===== config.mk =====
export PLATFORM = sky130hd
export DESIGN_NAME = os_result_drain
export DESIGN_NICKNAME = d
export VERILOG_FILES = /design/src/rtl/drain_pkg.sv /design/src/rtl/rc_index_counter.sv /design/src/rtl/os_result_drain.sv
export SDC_FILE = /design/constraint.sdc
export NUM_CORES = 1
export LEC_CHECK = 0
export CAP_MARGIN = 20
export CORE_AREA = 8 8 276 198
export CTS_CLUSTER_DIAMETER = 100
export DETAILED_ROUTE_END_ITERATION = 10
export DIE_AREA = 0 0 284 206
export GPL_ROUTABILITY_DRIVEN = 0
export PLACE_DENSITY = 0.44
export SLEW_MARGIN = 15
export SYNTH_ARGS = -nofsm -noshare
export SYNTH_HDL_FRONTEND = slang
export SYNTH_HIERARCHICAL = 1
export SYNTH_SLANG_ARGS = --single-unit

===== constraint.sdc =====
create_clock -name clk -period 4.2 [get_ports clk]
set_input_delay 0.84 -clock clk [delete_from_list [all_inputs] [get_ports clk]]
set_output_delay 0.84 -clock clk [all_outputs]
set_load 0.05 [all_outputs]

===== src/rtl/drain_pkg.sv =====
// Shared types and sizing helpers for the result-drain slice (os_result_drain, rc_index_counter).
// The CKSUM state is only reached when DRAIN_CHECKSUM_EN is defined.
package drain_pkg;

    typedef enum logic [1:0] {
        IDLE  = 2'd0,
        DRAIN = 2'd1,
        CKSUM = 2'd2
    } drain_state_t;

    // Index width for a dimension of n entries, never narrower than one bit.
    function automatic int unsigned idx_width(input int unsigned n);
        return (n > 1) ? $clog2(n) : 1;
    endfunction

    function automatic int unsigned elem_offset(input int unsigned r, input int unsigned c,
                                                input int unsigned cols, input int unsigned ws);
        return (r * cols + c) * ws;
    endfunction

endpackage


===== src/rtl/rc_index_counter.sv =====
// Row-major row/col index counter with clear, increment, per-dimension wrap flags and last detect.
module rc_index_counter
    import drain_pkg::*;
#(
    parameter  int unsigned ROWS  = 4,
    parameter  int unsigned COLS  = 4,
    localparam int unsigned ROW_W = idx_width(ROWS),
    localparam int unsigned COL_W = idx_width(COLS)
) (
    input  logic             clk,
    input  logic             rst,
    input  logic             clr_i,
    input  logic             inc_i,
    output logic [ROW_W-1:0] row_o,
    output logic [COL_W-1:0] col_o,
    output logic             col_wrap_o,
    output logic             row_wrap_o,
    output logic             last_o
);

    logic [ROW_W-1:0] row_q, row_d;
    logic [COL_W-1:0] col_q, col_d;

    always_comb begin
        col_wrap_o = (col_q == COL_W'(COLS - 1));
        row_wrap_o = (row_q == ROW_W'(ROWS - 1));
        last_o     = col_wrap_o & row_wrap_o;
        row_o      = row_q;
        col_o      = col_q;
    end

    always_comb begin
        row_d = row_q;
        col_d = col_q;
        if (clr_i) begin
            row_d = '0;
            col_d = '0;
        end else if (inc_i) begin
            if (col_wrap_o) begin
                col_d = '0;
                row_d = row_wrap_o ? '0 : row_q + ROW_W'(1);
            end else begin
                col_d = col_q + COL_W'(1);
            end
        end
    end

    always_ff @(posedge clk) begin
        if (!rst) begin
            row_q <= '0;
            col_q <= '0;
        end else begin
            row_q <= row_d;
            col_q <= col_d;
        end
    end

endmodule


===== src/rtl/os_result_drain.sv =====
// Snapshots the systolic array result on a matrix_rdy rising edge and streams it row-major over valid/ready.
// Define DRAIN_CHECKSUM_EN to append a mod-2^WORD_SIZE checksum beat to every frame.
module os_result_drain
    import drain_pkg::*;
#(
    parameter  int unsigned ROWS      = 4,
    parameter  int unsigned COLS      = 4,
    parameter  int unsigned WORD_SIZE = 16,
    localparam int unsigned ROW_W     = idx_width(ROWS),
    localparam int unsigned COL_W     = idx_width(COLS)
) (
    input  logic                            clk,
    input  logic                            rst,
    input  logic [ROWS*COLS*WORD_SIZE-1:0]  output_matrix,
    input  logic                            matrix_rdy,
    output logic [WORD_SIZE-1:0]            out_data,
    output logic [ROW_W-1:0]                out_row,
    output logic [COL_W-1:0]                out_col,
    output logic                            out_valid,
    input  logic                            out_ready,
    output logic                            out_last,
    output logic                            busy,
    output logic                            overrun
);

    drain_state_t                   state_q, state_d;
    logic [ROWS*COLS*WORD_SIZE-1:0] snap_q, snap_d;
    logic                           rdy_q;
    logic                           seen_low_q;
    logic                           overrun_q, overrun_d;
    logic                           rise;
    logic                           accept;
    logic                           cnt_clr, cnt_inc;
    logic [ROW_W-1:0]               row;
    logic [COL_W-1:0]               col;
    logic                           col_wrap, row_wrap, last;
    logic [WORD_SIZE-1:0]           elem;
`ifdef DRAIN_CHECKSUM_EN
    logic [WORD_SIZE-1:0]           sum_q, sum_d;
`endif

    // seen_low_q keeps a level still high across reset from looking like a fresh edge.
    assign rise   = matrix_rdy & ~rdy_q & seen_low_q;
    assign accept = out_valid & out_ready;

    rc_index_counter #(
        .ROWS (ROWS),
        .COLS (COLS)
    ) u_idx (
        .clk        (clk),
        .rst        (rst),
        .clr_i      (cnt_clr),
        .inc_i      (cnt_inc),
        .row_o      (row),
        .col_o      (col),
        .col_wrap_o (col_wrap),
        .row_wrap_o (row_wrap),
        .last_o     (last)
    );

    always_comb begin
        elem = '0;
        for (int unsigned r = 0; r < ROWS; r++) begin
            for (int unsigned c = 0; c < COLS; c++) begin
                if (row == ROW_W'(r) && col == COL_W'(c)) begin
                    elem = snap_q[elem_offset(r, c, COLS, WORD_SIZE) +: WORD_SIZE];
                end
            end
        end
    end

    always_comb begin
        state_d   = state_q;
        snap_d    = snap_q;
        overrun_d = overrun_q | (rise & (state_q != IDLE));
        cnt_clr   = 1'b0;
        cnt_inc   = 1'b0;
`ifdef DRAIN_CHECKSUM_EN
        sum_d     = sum_q;
`endif
        case (state_q)
            IDLE: begin
                if (rise) begin
                    snap_d  = output_matrix;
                    cnt_clr = 1'b1;
                    state_d = DRAIN;
`ifdef DRAIN_CHECKSUM_EN
                    sum_d   = '0;
`endif
                end
            end
            DRAIN: begin
                if (accept) begin
                    cnt_inc = 1'b1;
`ifdef DRAIN_CHECKSUM_EN
                    sum_d   = sum_q + elem;
                    if (row_wrap && col_wrap) state_d = CKSUM;
`else
                    if (row_wrap && col_wrap) state_d = IDLE;
`endif
                end
            end
`ifdef DRAIN_CHECKSUM_EN
            CKSUM: begin
                if (accept) state_d = IDLE;
            end
`endif
            default: state_d = IDLE;
        endcase
    end

    always_comb begin
        out_valid = (state_q != IDLE);
        busy      = out_valid;
        overrun   = overrun_q;
        out_row   = (state_q == DRAIN) ? row : '0;
        out_col   = (state_q == DRAIN) ? col : '0;
        out_data  = (state_q == DRAIN) ? elem : '0;
`ifdef DRAIN_CHECKSUM_EN
        out_last  = (state_q == CKSUM);
        if (state_q == CKSUM) out_data = sum_q;
`else
        out_last  = (state_q == DRAIN) & last;
`endif
    end

    always_ff @(posedge clk) begin
        if (!rst) begin
            state_q    <= IDLE;
            snap_q     <= '0;
            rdy_q      <= 1'b0;
            seen_low_q <= 1'b0;
            overrun_q  <= 1'b0;
`ifdef DRAIN_CHECKSUM_EN
            sum_q      <= '0;
`endif
        end else begin
            state_q    <= state_d;
            snap_q     <= snap_d;
            rdy_q      <= matrix_rdy;
            seen_low_q <= seen_low_q | ~matrix_rdy;
            overrun_q  <= overrun_d;
`ifdef DRAIN_CHECKSUM_EN
            sum_q      <= sum_d;
`endif
        end
    end

endmodule


==> run metrics, run 1 <==
Critical Path RT=3.36 ns; syn_area_per_cell=8.16 um^2; core area=50200 um^2; GRT Total Usage=17.1%; Hold Path Class=register to register; clock latency on the worst-skew pair=0.57 ns; synth top area cells=dfxtp_1, nand2_1, a21boi_0, mux4_2, buf_2; VDD IR-drop max=0.295 mV; total power=6.08 mW; First-pass DRT Iterations=5; sequential share of the synthesized area=42.6%; ys async rst share=0%; Starting Density=24.7%; layout cells sized above 1=8.32%; FF+latch count, synth=264; H-tree depth=1; clock sinks=264; Setup Viol. Count Final=0; Synth Flop Type=dfxtp_1; CTS tree=yes; leakage power=5.59 nW; Pwr Density=360 nW/um^2; worst clock skew=0.0122 ns; period utilization=97.6%; Worst Setup Start Kind=register; Nets=2008; TNS Setup=0 ns; pins over their slew limit=0; vias in the first global route=11600; antenna diode count=0; synthesized instance count=1522; Routed Antenna Nets=0; slew margin rel.=44.5%; fill cell count=5335; Num CTS Buffers=30; Post-synth EDFFs=0; hold-fix buffers at CTS=0; vias per cell=4.75; row cnt=69; Die Y-Extent=206 um; critical setup path kind=register to primary output; antenna violations before repair=0; port bufs=283; GRT overflow=0; RSZ-0062 raised after global routing=no; Tmin final=4.10 ns; final hold vios=0; Synth-to-Final Area Change=36.1%; die area=58500 um^2; Remaining DRCs=0; clock slew at reported path FFs=0.06 ns; fmax=244 MHz; first-pass GRT wire length=76.5 mm; Worst Max-Slew Pin Slew=0.831 ns; Max-Cap Viols=0; critical path endpoint category=primary output; DR iter-0 viols=1040; clock buffer depth=3; status=finished, final reports clean; CTS root buffer=clkbuf_16; CP Data Arrival Time=3.26 ns; width of the die=284 um; largest net degree at the start of global routing=139; Crit Path Max Fanout=22; Ys Warns=6; syn nets=1786; Post-Route WL=53.1 mm; Synth top area share=42.6%; post-synth top area cell=dfxtp_1; Distinct cells, synth=72; Post-DP HPWL=40.4 mm; routed vias=11600; post-synthesis instance area=12400 um^2; WL/cell=21.8 um; IO Pins=284
## sequential cells by signal, summed over array words and instances (netlist names)
| signal | count |
|---|---|
| snap_q | 256 |
| u_idx/col_o | 2 |
| u_idx/row_o | 2 |
| overrun | 1 |
| rdy_q | 1 |
| seen_low_q | 1 |
| state_q | 1 |
## final cells by class
type | instances | area [um^2] | share of cell area, %
inverters | 26 | 109 | 0.644
flip-flops and latches | 264 | 5290 | 31.3
clock inverters | 8 | 98.8 | 0.585
multi-input cells | 1107 | 6400 | 37.9
well taps | 674 | 843 | 4.99
clock buffers | 47 | 936 | 5.54
repair buffers | 315 | 3210 | 19.0
## cell usage after synthesis (all sizes together), types with 2 or more instances
cell     number
o2111ai       2
a221o         3
mux2i        14
a22o          9
mux2         13
a22oi        21
o22ai        22
o2bb2ai       4
nand2       538
nor2         32
nand3         9
buf          84
o21a          4
a32oi         3
inv          24
a21bo         2
a2bb2oi       2
nand3b        2
mux4         16
o32ai         4
o311ai        2
o21ai        30
nor3          3
nor3b         3
and2          6
nand2b        8
a211oi        7
clkinv        2
o211ai        2
clkbuf       41
dfxtp       264
a31oi         8
a21boi      258
a221oi       12
o221ai        2
ha            4
a21oi        35
o31ai         3
nor2b         7
or2           2
## cells by family after synthesis
group,share of synthesized area [%]
flip-flops,42.6
buffers and inverters,6.03
AO/OA/AOI/OAI,25.9
adder cells (fa/ha/maj),0.403
AND/OR/NAND/NOR,19.8
multiplexers,5.27
## worst paths after layout
kind                       start          end  slack, ns  cells after the start
hold / removal         snap_q[7]    snap_q[7]       0.45                      2
setup / recovery  u_idx/row_o[1]  out_data[1]        0.1                      8
setup reg to reg      state_q[0]  snap_q[110]       1.31                      7
hold reg to reg        snap_q[7]    snap_q[7]       0.45                      2
## power by group
group | leakage [nW] | switching (mW) | internal [mW]
logic | 2.94 | 0.304 | 0.353
registers | 2.15 | 0.0780 | 2.60
clock network | 0.506 | 1.11 | 1.64
total | 5.59 | 1.49 | 4.60
## critical path, cell delays in order (launching register included)
cell,delay (ns)
dfxtp_1,0.86
buf_4,0.32
nand2b_1,0.25
o2bb2ai_1,0.14
a222oi_1,0.43
o211a_1,0.26
o21ai_0,0.10
buf_4,0.17
buf_12,0.14
## metal layers
metal  vias to the layer above  wire length [um]  GRT usage, %
met5                         -                 0             0
met4                         0               700          2.72
met3                        45              3760          4.80
met2                       326             22200          25.2
met1                      5600             26500          25.0
li1                       5613                 -             -
## layout by cell type (no fill, tap or decap), drive strengths merged, types with 8 or more instances in the layout
cell,n
a221oi,12
a22o,9
nand3,9
inv,24
nor2,32
nand2,538
a31oi,8
clkbuf,47
nand2b,8
dfxtp,264
o21ai,30
a22oi,21
buf,50
a21oi,35
mux2,13
o22ai,22
clkdlybuf4s50,265
mux4,16
a21boi,258
mux2i,14
## what timing repair did
action / 4_1_cts / 5_1_grt
setup buffers: 0 / 4
endpoints found under the setup margin: 0 / 6
resized for setup: 0 / 4
## stage by stage
step	util [%]	cell area [um^2]	hold WS [ns]	std cells	worst slack, ns
after global placement	31.5	15800	0.446	2382	0.662
after floorplan	-	12400	0.432	1522	0.897
after global routing	33.6	16900	0.482	2441	0.0585
after CTS	33.5	16800	0.453	2437	0.0123
after detailed placement	31.5	15800	0.445	2382	0.639
final	33.6	16900	0.454	2441	0.0996
Note: power is estimated with default switching activity, not from simulation.
==> inputs of run 2 (changes only) <==
--- a/config.mk
+++ b/config.mk
@@ -11,7 +11,7 @@
 export DETAILED_ROUTE_END_ITERATION = 10
 export DIE_AREA = 0 0 284 206
 export GPL_ROUTABILITY_DRIVEN = 0
-export PLACE_DENSITY = 0.44
+export PLACE_DENSITY = 0.46
 export SLEW_MARGIN = 15
 export SYNTH_ARGS = -nofsm -noshare
 export SYNTH_HDL_FRONTEND = slang
==> constraint.sdc (replaced) <==
create_clock -name clk -period 3.5 [get_ports clk]
set_input_delay 0.7 -clock clk [delete_from_list [all_inputs] [get_ports clk]]
set_output_delay 0.7 -clock clk [all_outputs]
set_load 0.05 [all_outputs]
==> run metrics, run 2 (same netlist as run 1, synthesis figures left out) <==
status=finished with violations (was finished, final reports clean); failing checks=negative setup slack; Synth-to-Final Area Change=37.6% (was 36.1%); WL/cell=22.3 um (was 21.8 um); Nets=2013 (was 2008); Most flops, register=snap_q (unchanged); Starting Density=24.7% (unchanged); First-pass DRT Iterations=5 (unchanged); clock latency on the worst-skew pair=0.56 ns (was 0.57 ns); commonest non-fill, non-tap cell in the layout=nand2_1 (unchanged); Layout Cells excl Fill=2444 (was 2441); VDD IR-drop max=0.284 mV (was 0.295 mV); slew margin rel.=44.8% (was 44.5%); pins over their slew limit=0 (unchanged); cell mode on critical path=buf_4 (unchanged); port bufs=283 (unchanged); core area=50200 um^2 (unchanged); placed inst area=16000 um^2 (was 15800 um^2); leakage power=5.64 nW (was 5.59 nW); Hold Path Class=register to register (unchanged); met3 Use GR=5.99% (was 4.80%); clock buffer depth=3 (unchanged); pre-CTS setup slack=0.272 ns (was 0.639 ns); Worst Max-Slew Pin Slew=0.828 ns (was 0.831 ns); layout cells sized above 1=9.38% (was 8.32%); row cnt=69 (unchanged); met1 Resource Use GR=24.7% (was 25.0%); grt peak-use layer=met2 (unchanged); number of cells after detailed placement=2386 (was 2382); critical setup path kind=register to primary output (unchanged); Critical Path RT=2.80 ns (was 3.36 ns); M2 GR Usage=25.8% (was 25.2%); Worst path max stage delay=0.45 ns (was 0.86 ns); CP Data Arrival Time=2.81 ns (was 3.26 ns); Tmin final=3.51 ns; die area=58500 um^2 (unchanged); first-pass GRT wire length=77.5 mm (was 76.5 mm); TNS Setup=-0.00617 ns (was 0 ns); largest net degree at the start of global routing=163 (was 139); period utilization=100%; RSZ-0062 raised after global routing=yes (was no); antenna diode count=0 (unchanged); fill cell count=5307 (was 5335); clock sinks=264 (unchanged); antenna violations before repair=9 (was 0); Routed Antenna Nets=0 (unchanged); CTS tree=yes (unchanged); Seq. cell area=5300 um^2 (was 5290 um^2); DR iter-0 viols=1016 (was 1040); Pwr Density=420 nW/um^2 (was 360 nW/um^2); Post-DP HPWL=41.3 mm (was 40.4 mm); final hold slack=0.460 ns (was 0.454 ns); Slowest-stage cell, CP=a221oi_2 (was dfxtp_1); setup ws final=-0.00617 ns (was 0.0996 ns); Layout Utilization=34.0% (was 33.6%); vias per cell=4.84 (was 4.75); vias in the first global route=11500 (was 11600); cells along the critical path=inv_1, buf_4, nand2_1, a31oi_1, o21ai_0, a221oi_2, buf_4, buf_12 (was buf_4, nand2b_1, o2bb2ai_1, a222oi_1, o211a_1, o21ai_0, buf_4, buf_12); most frequent cells in the layout=nand2_1, clkdlybuf4s50_1, dfxtp_1, a21boi_0, a21oi_1 (was nand2_1, clkdlybuf4s50_1, dfxtp_1, a21boi_0, buf_4); Worst Setup Start Kind=register (unchanged); post-route cell area=17100 um^2 (was 16900 um^2); Setup Viol. Count Final=1 (was 0); hold-fix buffers at CTS=0 (unchanged); routed vias=11800 (was 11600); H-tree depth=1 (unchanged); Num CTS Buffers=29 (was 30); GRT Total Usage=17.5% (was 17.1%); critical path endpoint category=primary output (unchanged); Remaining DRCs=0 (unchanged); final hold vios=0 (unchanged); max reg flops=256 (unchanged); GRT overflow=0 (unchanged); clock slew at reported path FFs=0.06 ns (about the same); width of the die=284 um (unchanged); CTS root buffer=clkbuf_16 (unchanged); fmax=285 MHz; IO Pins=284 (unchanged); Max-Cap Viols=0 (unchanged); multi-input logic area=6460 um^2 (was 6400 um^2); total power=7.17 mW (was 6.08 mW); worst clock skew=0.0195 ns (was 0.0122 ns); Post-Route WL=54.4 mm (was 53.1 mm); Die Y-Extent=206 um (unchanged); Crit Path Max Fanout=15 (was 22)
==> run 2: changes by cell type in the layout (fill, tap and decap cells not counted), sizes merged <==
cell           delta
clkinvlp          +1
clkbuf            -3
clkdlybuf4s50     -4
buf              +10
clkinv            -1
==> run 2: routing by layer <==
layer | share of wire (%) | vias to the layer above
met3 | 9.2 | 81
li1 | - | 5637
met1 | 47 | 5664
met5 | 0.22 | -
met4 | 1.7 | 18
met2 | 42 | 440
==> run 2: path summary, 6_finish.rpt <==
| path | endpoint | slack [ns] | from | depth (start not counted) |
|---|---|---|---|---|
| setup reg to reg | snap_q[83] | 1.23 | state_q[0] | 6 |
| hold / removal | snap_q[7] | 0.46 | snap_q[7] | 2 |
| setup / recovery | out_data[9] | -0.006 | u_idx/col_o[1] | 8 |
| hold reg to reg | snap_q[7] | 0.46 | snap_q[7] | 2 |
==> run 2: timing repair <==
item                                   CTS  global route
endpoints found under the hold margin    0             0
setup endpoints to repair               15            13
gates resized for setup                 12            13
gates cloned                             0             0
pin swaps                                0             1
buffers inserted                         6             0
==> run 2: area by class of cell <==
type	count	share of cell area, %
tap	674	4.94
multi-input combinational	1107	37.8
clock buffer	44	5.10
timing repair buffer	321	19.9
clock inverter	8	0.593
inverter	26	0.637
sequential	264	31.0
==> run 2: worst max-delay path: cells and delay by family, from the launching register on <==
kind,cells,cell delay (ns)
AO/OA/AOI/OAI,3,0.83
buffers and inverters,4,0.91
flip-flops,1,0.43
AND/OR/NAND/NOR,1,0.07
==> run 2: where the power goes <==
part	total, mW	switching (mW)	internal [mW]	leakage, nW
registers	3.21	0.0975	3.12	2.15
clock network	3.15	1.30	1.86	0.470
logic	0.807	0.374	0.432	3.02
total	7.17	1.77	5.41	5.64
==> inputs of run 3 (changes only) <==
--- a/config.mk
+++ b/config.mk
@@ -6,12 +6,12 @@
 export NUM_CORES = 1
 export LEC_CHECK = 0
 export CAP_MARGIN = 20
-export CORE_AREA = 8 8 276 198
+export CORE_AREA = 8 8 208 150
 export CTS_CLUSTER_DIAMETER = 100
 export DETAILED_ROUTE_END_ITERATION = 10
-export DIE_AREA = 0 0 284 206
+export DIE_AREA = 0 0 216 158
 export GPL_ROUTABILITY_DRIVEN = 0
-export PLACE_DENSITY = 0.46
+export PLACE_DENSITY = 0.71
 export SLEW_MARGIN = 15
 export SYNTH_ARGS = -nofsm -noshare
 export SYNTH_HDL_FRONTEND = slang
==> constraint.sdc (replaced) <==
create_clock -name clk -period 3.55 [get_ports clk]
set_input_delay 0.71 -clock clk [delete_from_list [all_inputs] [get_ports clk]]
set_output_delay 0.71 -clock clk [all_outputs]
set_load 0.05 [all_outputs]
==> run metrics, run 3 (same netlist as run 1, synthesis figures left out) <==
Worst Max-Slew Pin Slew=0.788 ns (was 0.828 ns); M2 GR Usage=37.8% (was 25.8%); IO Pins=284 (unchanged); layout cells sized above 1=8.59% (was 9.38%); critical setup path kind=register to primary output (unchanged); Pwr Density=410 nW/um^2 (was 420 nW/um^2); slew margin rel.=47.5% (was 44.8%); Worst Setup Start Kind=register (unchanged); final hold vios=0 (unchanged); VDD IR-drop max=0.229 mV (was 0.284 mV); routed vias=12000 (was 11800); commonest non-fill, non-tap cell in the layout=nand2_1 (unchanged); antenna violations before repair=7 (was 9); period utilization=99.6%; fmax=283 MHz; first-pass GRT wire length=68.4 mm (was 77.5 mm); GRT overflow=0 (unchanged); status=finished, final reports clean (was finished with violations); Worst path max stage delay=0.44 ns (was 0.45 ns); worst clock skew=0.00907 ns (was 0.0195 ns); Nets=2002 (was 2013); Net Sw Frac=24.4% (was 24.6%); max reg flops=256 (unchanged); Layout Utilization=58.2% (was 34.0%); pre-CTS setup slack=0.290 ns (was 0.272 ns); clock sinks=264 (unchanged); GRT Total Usage=25.6% (was 17.5%); port bufs=283 (unchanged); Tmin final=3.54 ns; Num CTS Buffers=26 (was 29); internal power=5.09 mW (was 5.41 mW); pins over their slew limit=0 (unchanged); Max-Cap Viols=0 (unchanged); met1 Resource Use GR=34.8% (was 24.7%); vias per cell=5.64 (was 4.84); Slowest-stage cell, CP=dfxtp_2 (was a221oi_2); row cnt=52 (was 69); Clk pwr share=41.6% (was 44.0%); critical path endpoint category=primary output (unchanged); antenna diode count=0 (unchanged); Comb power frac=11.4% (was 11.2%); CTS root buffer=clkbuf_16 (unchanged); Post-Route WL=46.1 mm (was 54.4 mm); Most flops, register=snap_q (unchanged); CTS tree=yes (unchanged); Starting Density=44.0% (was 24.7%); clock latency on the worst-skew pair=0.54 ns (was 0.56 ns); Post-DP HPWL=34.5 mm (was 41.3 mm); Die Y-Extent=158 um (was 206 um); width of the die=216 um (was 284 um); H-tree depth=1 (unchanged); grt peak-use layer=met2 (unchanged); die area=34100 um^2 (was 58500 um^2); Remaining DRCs=0 (unchanged); Setup Viol. Count Final=0 (was 1); most frequent cells in the layout=nand2_1, clkdlybuf4s50_1, dfxtp_1, a21boi_0, a21oi_1 (unchanged); Critical Path RT=2.84 ns (was 2.80 ns); Routed Antenna Nets=0 (unchanged); Synth-to-Final Area Change=32.4% (was 37.6%); met3 Use GR=9.79% (was 5.99%); cells along the critical path=buf_4, nor2b_1, nand2_1, a311oi_1, o21ai_1, a21oi_1, buf_12 (was inv_1, buf_4, nand2_1, a31oi_1, o21ai_0, a221oi_2, buf_4, buf_12); leakage power=5.53 nW (was 5.64 nW); RSZ-0062 raised after global routing=yes (unchanged); WL/cell=21.6 um (was 22.3 um); core area=28200 um^2 (was 50200 um^2); clock slew at reported path FFs=0.07 ns (was 0.06 ns); hold-fix buffers at CTS=0 (unchanged); Crit Path Max Fanout=20 (was 15); CP Data Arrival Time=2.83 ns (was 2.81 ns); final hold slack=0.455 ns (was 0.460 ns); clock buffer depth=3 (unchanged); Hold Path Class=register to register (unchanged); vias in the first global route=11400 (was 11500); First-pass DRT Iterations=9 (was 5); Reg power frac=47.0% (was 44.8%); largest net degree at the start of global routing=148 (was 163); setup ws final=0.0133 ns (was -0.00617 ns); DR iter-0 viols=1758 (was 1016); Psw=1.64 mW (was 1.77 mW)
[run 3: cell types whose count changed in the layout (fill, tap and decap cells not counted), sizes merged]
cell      before  now
clkbuf        44   38
buf           60   52
clkinv         4    8
clkinvlp       4    3
bufinv         2    1
[run 3: worst max-delay path: cells and delay by family, from the launching register on]
family	cells	cell delay [ns]
flops	1	0.44
simple gates	2	0.52
compound gates	3	0.88
buf+inv	2	0.44
[run 3: path summary, 6_finish.rpt]
check / startpoint / endpoint / slack (ns) / cells after the start
max reg2reg: state_q[0] / snap_q[84] / 1.32 / 6
max: u_idx/row_o[0] / out_data[10] / 0.01 / 7
min reg2reg: snap_q[247] / snap_q[247] / 0.45 / 2
min: snap_q[247] / snap_q[247] / 0.45 / 2
[run 3: power by group through the flow]
stage / combinational (mW) / clock [mW] / sequential (mW)
2_1_floorplan: 0.350 / 0 / 3.18
3_3_place_gp: 0.743 / 0 / 3.23
3_5_place_dp: 0.750 / 0 / 3.23
4_1_cts: 0.761 / 2.84 / 3.16
5_1_grt: 0.825 / 2.97 / 3.17
6_report: 0.766 / 2.80 / 3.17
[run 3: repair_timing]
action / in CTS / in global routing
setup endpoints to repair: 15 / 12
resized for setup: 10 / 3
buffers inserted: 1 / 1
[run 3: layer usage]
metal  part of all wire [%]  up-vias
met5                   0.15        -
met4                    2.7       12
met3                     12      126
met2                     41      689
met1                     44     5603
li1                       -     5607
[run 3: per-stage QoR]
stage / instance area, um^2 / power (mW) / TNS, ns / std cells
finish: 16400 / 6.73 / 0 / 2136
CTS: 16400 / 6.76 / 0 / 2135
global route: 16400 / 6.96 / -0.0662 / 2136
floorplan: 12400 / 3.53 / 0 / 1522
global placement: 15500 / 3.97 / 0 / 2086
detailed placement: 15500 / 3.98 / 0 / 2086
[run 3: final cells by class]
class | instances | area [um^2]
fill | 2546 | 11800
multi-input combinational | 1107 | 6430
sequential | 264 | 5300
timing repair buffer | 313 | 3260
clock buffer | 38 | 777
tap | 378 | 473
inverter | 26 | 106
clock inverter | 10 | 97.6
